### src/rtl/wb_dec_pkg.sv
// Shared types and constants for the Wishbone slave-side decoder.
// Latency: n/a (declarations only).
// Backpressure: n/a (declarations only).
package wb_dec_pkg;

  // Upper bound on the number of slaves; address maps are sized to this.
  localparam int NS_MAX = 16;

  // Transfer supervisor states.
  typedef enum logic [1:0] {
    IDLE   = 2'd0,
    ACTIVE = 2'd1,
    ERR    = 2'd2
  } state_e;

  // Fault cause encodings as reported on flt_cause_o.
  localparam logic [1:0] CAUSE_NONE  = 2'd0;
  localparam logic [1:0] CAUSE_UNMAP = 2'd1;
  localparam logic [1:0] CAUSE_TMO   = 2'd2;
  localparam logic [1:0] CAUSE_SERR  = 2'd3;

  // One 32-bit base or mask per slave; entry k belongs to slave k.
  typedef logic [NS_MAX-1:0][31:0] map_t;

  // Default map: slave k owns the 256 MB window starting at k << 28.
  function automatic map_t def_base();
    map_t b;
    for (int k = 0; k < NS_MAX; k++) begin
      b[k] = 32'(k) << 28;
    end
    return b;
  endfunction

  localparam map_t DEF_BASE = def_base();
  localparam map_t DEF_MASK = {NS_MAX{32'hF000_0000}};

endpackage

### src/rtl/wb_dec_watchdog.sv
// Per-transfer cycle counter that flags when the slave has used up its budget.
// Latency: expired_o is a direct decode of the registered count.
// Backpressure: none; counts only while en_i is high and saturates at TIMEOUT.
module wb_dec_watchdog #(
  parameter int TIMEOUT = 255
) (
  input  logic clk_i,
  input  logic rst_i,
  input  logic clr_i,
  input  logic en_i,
  output logic expired_o
);

  localparam int CW = (TIMEOUT > 0) ? $clog2(TIMEOUT + 1) : 1;

  logic [CW-1:0] cnt_q;
  logic [CW-1:0] cnt_d;

  assign expired_o = (cnt_q == CW'(TIMEOUT));

  // Next count: clear wins, otherwise step until the budget is reached.
  always_comb begin
    cnt_d = cnt_q;
    if (clr_i) begin
      cnt_d = '0;
    end else if (en_i && !expired_o) begin
      cnt_d = cnt_q + 1'b1;
    end
  end

  // Counter register.
  always_ff @(posedge clk_i or negedge rst_i) begin
    if (!rst_i) begin
      cnt_q <= '0;
    end else begin
      cnt_q <= cnt_d;
    end
  end

endmodule

### src/rtl/wb_slv_dec.sv
// Wishbone slave-side address decoder with watchdog and fault log.
// Latency: 1 cycle decode (strobe in IDLE reaches the slave next cycle); responses are combinational.
// Backpressure: the selected slave's ack/err/rty end the transfer; silence past TIMEOUT becomes a bus error.
module wb_slv_dec
  import wb_dec_pkg::*;
#(
  parameter int   NS      = 8,
  parameter int   AW      = 32,
  parameter int   DW      = 32,
  parameter int   TIMEOUT = 255,
  parameter map_t BASE    = DEF_BASE,
  parameter map_t MASK    = DEF_MASK
) (
  input  logic             clk_i,
  input  logic             rst_i,
  input  logic [AW-1:0]    m_adr_i,
  input  logic             m_cyc_i,
  input  logic             m_stb_i,
  output logic [DW-1:0]    m_dat_o,
  output logic             m_ack_o,
  output logic             m_err_o,
  output logic             m_rty_o,
  output logic [NS-1:0]    s_cyc_o,
  output logic [NS-1:0]    s_stb_o,
  input  logic [NS*DW-1:0] s_dat_i,
  input  logic [NS-1:0]    s_ack_i,
  input  logic [NS-1:0]    s_err_i,
  input  logic [NS-1:0]    s_rty_i,
  output logic             flt_o,
  output logic [1:0]       flt_cause_o,
  output logic [AW-1:0]    flt_adr_o
);

  localparam int SW = (NS > 1) ? $clog2(NS) : 1;

  state_e        state_q, state_d;
  logic [SW-1:0] sel_q, sel_d;
  logic [AW-1:0] adr_q, adr_d;
  logic          flt_q;
  logic [1:0]    cause_q;
  logic [AW-1:0] fadr_q;

  logic          hit;
  logic [SW-1:0] hit_idx;
  logic          sel_ack, sel_err, sel_rty, sel_term;
  logic          wd_clr, wd_en, wd_expired;
  logic          log_vld;
  logic [1:0]    log_cause;
  logic [AW-1:0] log_adr;

  // Address map lookup; scanning downwards lets the lowest matching index win.
  always_comb begin
    hit     = 1'b0;
    hit_idx = '0;
    for (int k = NS - 1; k >= 0; k--) begin
      if ((m_adr_i & AW'(MASK[k])) == AW'(BASE[k])) begin
        hit     = 1'b1;
        hit_idx = SW'(k);
      end
    end
  end

  assign sel_ack  = s_ack_i[sel_q];
  assign sel_err  = s_err_i[sel_q];
  assign sel_rty  = s_rty_i[sel_q];
  assign sel_term = sel_ack | sel_err | sel_rty;

  // The count is only meaningful while ACTIVE, so it is held at zero otherwise.
  assign wd_clr = (state_q != ACTIVE);
  assign wd_en  = (state_q == ACTIVE) && m_cyc_i && !sel_term;

  wb_dec_watchdog #(
    .TIMEOUT (TIMEOUT)
  ) u_watchdog (
    .clk_i     (clk_i),
    .rst_i     (rst_i),
    .clr_i     (wd_clr),
    .en_i      (wd_en),
    .expired_o (wd_expired)
  );

  // FSM next state and fault capture; abort beats termination beats timeout.
  always_comb begin
    state_d   = state_q;
    sel_d     = sel_q;
    adr_d     = adr_q;
    log_vld   = 1'b0;
    log_cause = CAUSE_NONE;
    log_adr   = adr_q;
    case (state_q)
      IDLE: begin
        if (m_cyc_i && m_stb_i) begin
          sel_d = hit_idx;
          adr_d = m_adr_i;
          if (hit) begin
            state_d = ACTIVE;
          end else begin
            state_d   = ERR;
            log_vld   = 1'b1;
            log_cause = CAUSE_UNMAP;
            log_adr   = m_adr_i;
          end
        end
      end
      ACTIVE: begin
        if (!m_cyc_i) begin
          state_d = IDLE;
        end else if (sel_term) begin
          state_d = IDLE;
          if (sel_err) begin
            log_vld   = 1'b1;
            log_cause = CAUSE_SERR;
          end
        end else if (wd_expired) begin
          state_d   = ERR;
          log_vld   = 1'b1;
          log_cause = CAUSE_TMO;
        end
      end
      ERR: begin
        state_d = IDLE;
      end
      default: begin
        state_d = IDLE;
      end
    endcase
  end

  // Transfer state, latched selection and address.
  always_ff @(posedge clk_i or negedge rst_i) begin
    if (!rst_i) begin
      state_q <= IDLE;
      sel_q   <= '0;
      adr_q   <= '0;
    end else begin
      state_q <= state_d;
      sel_q   <= sel_d;
      adr_q   <= adr_d;
    end
  end

  // Fault log written on the logging edge; the pulse marks the first cycle it is visible.
  always_ff @(posedge clk_i or negedge rst_i) begin
    if (!rst_i) begin
      flt_q   <= 1'b0;
      cause_q <= CAUSE_NONE;
      fadr_q  <= '0;
    end else begin
      flt_q <= log_vld;
      if (log_vld) begin
        cause_q <= log_cause;
        fadr_q  <= log_adr;
      end
    end
  end

  assign flt_o       = flt_q;
  assign flt_cause_o = cause_q;
  assign flt_adr_o   = fadr_q;

  // Slave drive and response routing; strobes are gated by cycle so an abort drops them at once.
  always_comb begin
    s_cyc_o = '0;
    s_stb_o = '0;
    m_dat_o = '0;
    m_ack_o = 1'b0;
    m_err_o = 1'b0;
    m_rty_o = 1'b0;
    if (state_q == ACTIVE) begin
      m_dat_o = s_dat_i[int'(sel_q) * DW +: DW];
      if (m_cyc_i) begin
        s_cyc_o[sel_q] = 1'b1;
        s_stb_o[sel_q] = m_stb_i;
        m_ack_o        = sel_ack;
        m_err_o        = sel_err;
        m_rty_o        = sel_rty;
      end
    end else if (state_q == ERR) begin
      m_err_o = 1'b1;
    end
  end

endmodule

### config.mk
export PLATFORM = sky130hd
export DESIGN_NAME = wb_slv_dec
export DESIGN_NICKNAME = d
export VERILOG_FILES = /design/src/rtl/wb_dec_pkg.sv /design/src/rtl/wb_dec_watchdog.sv /design/src/rtl/wb_slv_dec.sv
export SDC_FILE = /design/constraint.sdc
export NUM_CORES = 1
export LEC_CHECK = 0
export BUFFER_PORTS_ARGS = -buffer_cell sky130_fd_sc_hd__buf_4
export CORE_AREA = 2 2 157 159
export DETAILED_ROUTE_END_ITERATION = 10
export DIE_AREA = 0 0 159 161
export GPL_ROUTABILITY_DRIVEN = 1
export PLACE_DENSITY = 0.48
export SLEW_MARGIN = 0
export SYNTH_ARGS = -nofsm -noshare
export SYNTH_HDL_FRONTEND = slang
export SYNTH_SLANG_ARGS = --single-unit
export TNS_END_PERCENT = 50
### constraint.sdc
create_clock -name clk_i -period 2.2 [get_ports clk_i]
set_input_delay 0.33 -clock clk_i [delete_from_list [all_inputs] [get_ports clk_i]]
set_output_delay 0.33 -clock clk_i [all_outputs]
set_load 0.05 [all_outputs]
; ---- Yosys cells after proc, flatten, opt, wreduce, memory -nomap -nowiden
; Index checks and enable logic that the tools add are counted.
[op_classes]
addsub = 1
magnitude_cmp = 2
n_eq_ne = 13
n_shift = 1
n_mux = 61
n_bitwise = 3
n_reduce_logical = 12
[op_table]
columns = op, count
row1 = indexed part select 256 x 9 -> 32 bit, 1
row2 = 2-to-1 mux 32 bit, 4
row3 = 2-to-1 mux 8 bit, 6
row4 = logical NOT 32 bit, 1
row5 = 2-to-1 mux 1 bit, 27
row6 = 2-to-1 mux 3 bit, 8
row7 = 2-to-1 mux 2 bit, 9
row8 = equality test 4 x 3 -> 1 bit (second input constant), 4
row9 = binary-select mux 1 bit (select 3 bit), 3
row10 = adder 8 x 1 -> 8 bit (second input constant), 1
row11 = bitwise AND 8 bit, 1
row12 = equality test 4 x 2 -> 1 bit (second input constant), 2
row13 = equality test 8 bit (second input constant), 1
row14 = one-hot mux 2 bit (2 select lines), 2
row15 = logical AND 1 bit, 5
row16 = equality test 4 x 1 -> 1 bit (second input constant), 1
row17 = < comparator 3 x 4 -> 1 bit (second input constant), 1
row18 = inequality test 4 x 3 -> 1 bit (second input constant), 1
row19 = AND reduction 2 bit, 2
row20 = demux 1 bit (select 3 bit), 1
row21 = greater-or-equal comparator 3 x 1 -> 1 bit (second input constant), 1
row22 = equality test 2 x 1 -> 1 bit (second input constant), 1
row23 = equality test 2 bit (second input constant), 1
row24 = logical NOT 1 bit, 2
row25 = 6 further kinds, 7
[word_totals]
regBits = 80
in_bits = 316

; ---- Longest topological paths before layout
; Gate-level depths: netlist of the first run.
[depth]
ltp_word = 12
depth_mapped = 10

; ---- By module
; A second synthesis of the first run with hierarchy kept.
[unflattened]
hier_cells = 557
hier_area_um2 = 5456.5
[modules_own_cells]
columns = module, instances, cells_per_inst, area_per_inst_um2, seq_area_each_um2
row1 = wb_slv_dec, 1, 510, 4987.3, 1801.7
row2 = wb_dec_watchdog, 1, 47, 469.2, 200.2

; ---- Least setup slack after synthesis of the first run
; OpenSTA, ideal clock, no wires.
[synth_timing]
path_type = flip-flop to output port
from = register sel_q[0]
to = output port m_dat_o[11]
t_arrival_ps = 2427
required_ps = 1870
path_slack_ps = -557
stages_incl_launch_ff = 7
cell_sequence = dfrtp_1 -> clkbuf_1 -> nand2_1 -> nor2_1 -> clkbuf_1 -> a22oi_1 -> a41oi_1
[synth_between]
elab_chain_cells = 2
[synth_rtl]
columns = item, line_no
row1 = from (decl), wb_slv_dec.sv:37  ; logic [SW-1:0] sel_q, sel_d;
row2 = from (signal assigned), wb_slv_dec.sv:137  ; sel_q <= sel_d;
row3 = indexed part select 256 x 9 -> 32 bit, wb_slv_dec.sv:170  ; m_dat_o = s_dat_i[int'(sel_q) * DW +: DW];
row4 = 2-to-1 mux 32 bit, wb_slv_dec.sv:169  ; if (state_q == ACTIVE) begin
row5 = to (decl), wb_slv_dec.sv:19  ; output logic [DW-1:0] m_dat_o,
; Every way passes these cells.

; ---- Worst setup path in the final report of the first run
[layout_timing]
from = register sel_q[0]
to = output port m_dat_o[1]
; The elaborated chain is that of the path after synthesis.

==> results of run 1 <==
power by group:
part / leakage, nW / switching [mW] / internal, mW / total (mW)
logic: 3.82 / 1.97 / 1.65 / 3.62
registers: 1.01 / 0.159 / 1.74 / 1.90
clock network: 0.155 / 0.610 / 1.02 / 1.63
total: 4.99 / 2.74 / 4.40 / 7.15
layout make-up:
cell class	count	area, µm²	share of cell area [%]
antenna	3	7.51	0.0661
clock buffer	10	239	2.10
clock inverter	5	81.3	0.716
inverter	8	32.5	0.287
multi-input combinational	499	3990	35.2
sequential	80	2000	17.6
tap	324	405	3.57
timing repair buffer	519	4590	40.4
through the flow:
| stage | cell area [µm²] | setup TNS, ps | util [%] | setup WS (ps) |
|---|---|---|---|---|
| detailed placement | 9610 | -1330 | 40.1 | -158 |
| global placement | 9610 | -1110 | 40.1 | -176 |
| floorplan | 5710 | -8920 | - | -531 |
| CTS | 10700 | -10590 | 44.6 | -236 |
| global route | 11400 | -16090 | 47.4 | -317 |
| finish | 11400 | -9580 | 47.4 | -238 |
layout by cell type (no fill, tap or decap), types with 4 or more instances in the layout:
master and n:
mux2i_1 7, nor2_1 20, nand3_1 5, buf_6 57, a41oi_2 11, nor2_4 4
o21ai_1 5, clkbuf_16 12, nor3_4 6, nand2_1 169, a41oi_4 15, inv_1 6
o211ai_2 29, o21ai_0 33, buf_12 27, a41oi_1 5, buf_8 4, dfrtp_1 79
a22oi_1 77, a22oi_2 49, buf_4 425
sequential cells by signal (all words and copies together) (netlist names):
| signal | cells |
|---|---|
| flt_o | 1 |
| u_watchdog.cnt_q | 8 |
| state_q | 2 |
| adr_q | 32 |
| sel_q | 3 |
| flt_cause_o | 2 |
| flt_adr_o | 32 |
logic make-up after synthesis:
group | share of synthesized area (%)
fa+ha+maj | 0.232
compound gates | 36.0
flops | 37.1
simple gates | 18.2
buf+inv | 5.16
mux | 3.36
routing by layer:
layer / share of wire, % / GRT usage, % / up-vias
li1: - / - / 3394
met3: 6.4 / 6.27 / 67
met5: 0.039 / 0 / -
met4: 3.7 / 9.21 / 2
met1: 39 / 29.2 / 3597
met2: 51 / 44.2 / 281
how the worst min path moves through the flow:
| stage | startpoint | endpoint |
|---|---|---|
| global route | rst_i | flt_adr_o[5]$_DFFE_PN0P_ |
| finish | rst_i | adr_q[5]$_DFFE_PN0P_ |
| CTS | rst_i | adr_q[5]$_DFFE_PN0P_ |
| global placement | rst_i | adr_q[5]$_DFFE_PN0P_ |
| floorplan | rst_i | adr_q[0]$_DFFE_PN0P_ |
| detailed placement | rst_i | adr_q[5]$_DFFE_PN0P_ |
worst register-to-register path, stage by stage, from the launching register on:
cell and delay, ps:
dfrtp_1 400, buf_6 140, buf_6 110, mux2_4 290, a22o_1 260, a41oi_2 200, nand4_1 150, buf_6 170
or4b_1 470, a21oi_1 140
timing repair:
item | 4_1_cts | 5_1_grt
setup endpoints to repair | 50 | 89
gates resized for setup | 96 | 101
gates cloned | 8 | 5
hold buffers | 0 | 0
setup buffers | 20 | 21
pin swaps | 15 | 70
==> impl_metrics.csv, run 1 <==
group,metric,value,unit
worst_setup_path,critical_path_arrival,2110,ps
routing,drt_first_iter_violations,461,
logic_synthesis,syn_avg_cell_area,8.38,µm²
worst_setup_path,reg2reg_to,"u_watchdog.cnt_q[5]$_DFFE_PN0P_",
worst_setup_path,crit_family,"buffers and inverters",
timing,setup_slack,-238,ps
worst_setup_path,cp_slowest_cell,"dfrtp_1",
routing,wire_per_inst,23.3,µm
logic_synthesis,post-synth-top-area-cell,"dfrtp_1",
outcome,violations,"setup timing",
grt,grt_max_degree,81,
clocking,numCtsBuffers,9,
floorplanning,io_pins,402,
floorplanning,initial_core_util,22.5,%
timing,hold_viol_final,0,
worst_setup_path,endpoint,"m_dat_o[1]",
power,peakVddDrop,458,µV
finish,nets,1434,
logic_synthesis,synth_top_area_share,37.1,%
worst_setup_path,cp_common_cell,"buf_6",
worst_setup_path,slowest_delay,400,ps
clocking,cts_buffer_depth,2,
outcome,status,"complete, but fails checks",
worst_setup_path,ff2ff_setup_slack,-210,ps
worst_setup_path,crit_fanout,8,
placement,numPortBuffers,401,
worst_setup_path,critPathBufInv,6,
routing,drcViolationCount,0,
logic_synthesis,netlist_instances,645,
timing,rsz0062_at_grt,"yes",
timing,relSlewSlack,29.5,%
placement,gp_congestion,0.914,
logic_synthesis,synth_common_cells,"171 x nand2_1, 126 x a22oi_1, 80 x dfrtp_1",
routing,vias,7341,
logic_synthesis,syn-num-nets,962,
power,leakagePower,4.99,nW
floorplanning,dieArea,25600,µm²
routing,via_per_inst,5.07,
logic_synthesis,synth_most_common_cell,"nand2_1",
worst_setup_path,end_kind,"primary output",
power,p_per_area,629,nW/µm²
worst_setup_path,cp.depth,9,
logic_synthesis,synth_seq_cells,80,
timing,worst_pin_slew,1050,ps
grt,grt_pass1_vias,7543,
clocking,cts_tree,"yes",
placement,place_inst,1380,
logic_synthesis,ys.flop_type,"dfrtp_1",
placement,dp_hpwl,24.5,mm
timing,skew,7.74,ps
grt,grt-ovfl-total,0,
timing,fin_crit,2440,ps
logic_synthesis,yosysWarnings,0,
clocking,clock_latency,340,ps
worst_hold_path,min-delay-path-class,"in -> async",
clocking,cts_root_buf,"clkbuf_16",
clocking,htreeDepth,3,
logic_synthesis,ys_types,47,
timing,setup_viol,76,
logic_synthesis,synth_edf_count,0,
clocking,numClockSinks,80,
worst_setup_path,r2r-start,"sel_q[0]$_DFFE_PN0P_",
grt,grt_pass1_wl,48.5,mm
finish,area_delta_synth_final,110,%
worst_setup_path,cp.required,1870,ps
flow_run,maxCapViolations,0,
finish,fin_cells,1448,
floorplanning,core_area,24000,µm²
routing,antenna_left,0,
floorplanning,rows,57,
timing,fmaxAchievable,410,MHz
worst_setup_path,path_cells,"buf_6 -> buf_6 -> nor3_4 -> buf_12 -> buf_4 -> buf_6 -> a22oi_1 -> a41oi_2 -> buf_6",
logic_synthesis,syn_area,5400,µm²
clocking,clk_pin_slew,60,ps
routing,routed_wl,33.7,mm
timing,period_share,111,%
worst_setup_path,cp-startpoint,"sel_q[0]$_DFFE_PN0P_",
worst_setup_path,crit_type,"reg -> out",
grt,antenna_found_initial,3,
finish,drive_gt1_share,60.9,%
power,p_total,7.15,mW
floorplanning,die_x,159,µm
logic_synthesis,synthTopCellsByArea,"dfrtp_1 37%, a22oi_1 18%, nand2_1 12%, o211ai_2 6.7%, a41oi_1 5.0%",
worst_setup_path,critPathLaunchType,"register",
timing,hold_ws,13.3,ps
logic_synthesis,synth_seq_area_share,37.1,%
timing,slew_violations,0,
floorplanning,die_h,161,µm
logic_synthesis,synthArstFlopShare,100,%
routing,dr.pass1.iters,7,
grt,groute.usage.overall,25.0,%
finish,fillers,2380,
worst_setup_path,r2r_cells,9,
No activity file was read; power rests on OpenSTA's default activity.
==> run 2, diff against run 1 <==
- HOLD_SLACK_MARGIN: not set -> 0.02
- PLACE_DENSITY: 0.48 -> 0.46
- clock period: 2.2 -> 3.12 ns (I/O delays scaled with it)
==> run 2 against run 1 <==
The flow now finishes without violations; count of clock-buffer cells in the layout fell by 1; sequential power fell by 29%; die area did not move; flip-flop and latch count did not move; cell count fell by 5.7%; worst setup slack improved by 380 ps; non-clock buffer count fell by 85; clock power fell by 17%; combinational power fell by 45%; via count fell by 4.2%; wire length rose by 11%; critical endpoint is now m_dat_o[2]; largest power group unchanged; highest routed layer unchanged.
==> impl_metrics.csv, run 2 (synthesis gave the netlist of run 1 again) <==
group,metric,value,unit
finish,nets,1349,
finish,multi_input_area,3170,µm²
timing,worst_pin_slew,1070,ps
routing,wl_met3,2.64,mm
worst_setup_path,critPathBufInv,3,
power,switchingPower,1.80,mW
clocking,clock_latency,340,ps
finish,fin_cells,1366,
power,p_clk_share,28.9,%
clocking,cts_setup_buffers,0,
worst_setup_path,cp_slowest_cell,"a222oi_1",
clocking,cts_buffer_depth,2,
worst_setup_path,ff2ff_setup_slack,490,ps
timing,fin_crit,2970,ps
clocking,clk_pin_slew,60,ps
placement,numPortBuffers,401,
timing,slew_violations,0,
clocking,cts_tree,"yes",
worst_setup_path,path_cells,"clkinvlp_4 -> nor3_2 -> buf_12 -> a222oi_1 -> a31oi_1 -> buf_4",
grt,groute.usage.overall,28.7,%
timing,period_share,95.3,%
clocking,cts_root_buf,"clkbuf_16",
timing,relSlewSlack,28.6,%
finish,area_delta_synth_final,73.3,%
worst_setup_path,reg2reg_to,"u_watchdog.cnt_q[3]$_DFFE_PN0P_",
floorplanning,dieArea,25600,µm²
placement,gp_congestion,0.977,
grt,grt_pass1_vias,7092,
flow_run,maxCapViolations,0,
floorplanning,core_area,24000,µm²
finish,fillers,2496,
worst_setup_path,critPathLaunchType,"register",
floorplanning,initial_core_util,22.5,%
worst_setup_path,crit_type,"reg -> out",
floorplanning,die_x,159,µm
finish,layout_commonest_cell,"buf_4",
power,leakagePower,4.36,nW
routing,antenna_left,0,
worst_setup_path,r2r-start,"sel_q[0]$_DFFE_PN0P_",
routing,drt-met1-wl,16.6,mm
floorplanning,die_h,161,µm
timing,setup_viol,0,
timing,rsz0062_at_grt,"no",
grt,grt_max_degree,81,
timing,hold_viol_final,0,
placement,place_inst,1345,
worst_setup_path,slowest_delay,690,ps
routing,wire_per_inst,27.5,µm
power,seqPwrFrac,28.8,%
routing,drt_first_iter_violations,596,
routing,top_layer,"met5",
clocking,numCtsBuffers,9,
power,p_per_area,499,nW/µm²
routing,routed_wl,37.6,mm
finish,final_cell_mix,"426 x buf_4, 171 x nand2_1, 126 x a22oi_1, 77 x dfrtp_1, 35 x o21ai_0",
grt,grt-ovfl-total,0,
placement,dp_hpwl,30.4,mm
grt,grt_pass1_wl,53.3,mm
finish,regArea,2010,µm²
power,p_int,2.87,mW
finish,drive_gt1_share,48.2,%
power,combPwrFrac,42.3,%
floorplanning,rows,57,
clocking,numClockSinks,80,
floorplanning,io_pins,402,
power,sw_frac_of_total,38.5,%
routing,wl_met2,17.6,mm
timing,fin_setup_tns,0,ps
routing,drcViolationCount,0,
worst_setup_path,critical_path_arrival,2510,ps
grt,antenna_found_initial,7,
worst_setup_path,cp.required,2650,ps
outcome,status,"complete, no violations",
worst_setup_path,end_kind,"primary output",
clocking,htreeDepth,3,
worst_setup_path,crit_family,"compound AO/OA/AOI/OAI gates",
routing,via_per_inst,5.15,
routing,dr.pass1.iters,8,
timing,skew,7.89,ps
worst_setup_path,r2r_cells,7,
timing,fmaxAchievable,336,MHz
worst_setup_path,crit_fanout,32,
power,peakVddDrop,315,µV
routing,vias,7031,
worst_hold_path,min-delay-path-class,"in -> async",
[run 2: cell types whose count changed in the layout (fill, tap and decap cells not counted), moves of 4 or more]
cell and change:
a41oi_2 -11, buf_8 -4, buf_6 -57, buf_12 -19, a41oi_1 +26, a41oi_4 -15, a22oi_2 -49, a22oi_1 +49
nor3_4 -6, nor3_2 +4
[run 2: layout make-up]
class,count,share of cell area [%]
inverter,8,0.401
tap,324,4.33
clock buffer,9,2.41
clock inverter,7,1.59
timing repair buffer,434,35.9
antenna,5,0.134
multi-input combinational,499,33.9
sequential,80,21.4
[run 2: per-layer routing]
layer	vias up	global-route usage, %
met5	-	0
met2	308	46.7
li1	3218	-
met3	34	7.86
met4	4	6.40
met1	3467	38.1
[run 2: timing repair]
action                     CTS  global route
gates resized for setup      0             6
setup endpoints to repair    0            24
hold buffers                 0             0
[run 2: worst max-delay path by stage]
stage                               startpoint           to  slack (ps)  cells past startpoint
after floorplan           sel_q[0]$_DFFE_PN0P_  m_dat_o[11]         220                      6
after global placement    sel_q[0]$_DFFE_PN0P_   m_dat_o[2]         370                      6
after detailed placement  sel_q[0]$_DFFE_PN0P_   m_dat_o[2]         390                      6
after CTS                 sel_q[1]$_DFFE_PN0P_  m_dat_o[11]          10                      5
after global routing      sel_q[0]$_DFFE_PN0P_   m_dat_o[0]          40                      6
final                     sel_q[0]$_DFFE_PN0P_   m_dat_o[2]         150                      6
[run 2: power groups by stage]
stage / Sequential [mW] / Clock (mW) / Combinational [mW]
4_1_cts: 1.34 / 1.37 / 1.99
6_report: 1.34 / 1.35 / 1.98
3_3_place_gp: 1.36 / 0 / 1.98
3_5_place_dp: 1.36 / 0 / 1.98
2_1_floorplan: 1.72 / 0 / 0.687
5_1_grt: 1.37 / 1.42 / 2.10
[run 2: metrics by stage]
step	instance area, µm²	util (%)	power, mW	worst slack (ps)	hold WS, ps
2_1_floorplan	5400	-	2.41	225	172
3_3_place_gp	8960	37.4	3.34	366	451
3_5_place_dp	8960	37.4	3.34	388	456
4_1_cts	9330	39.0	4.70	9.68	314
5_1_grt	9360	39.1	4.89	42.9	313
6_report	9360	39.1	4.67	145	308
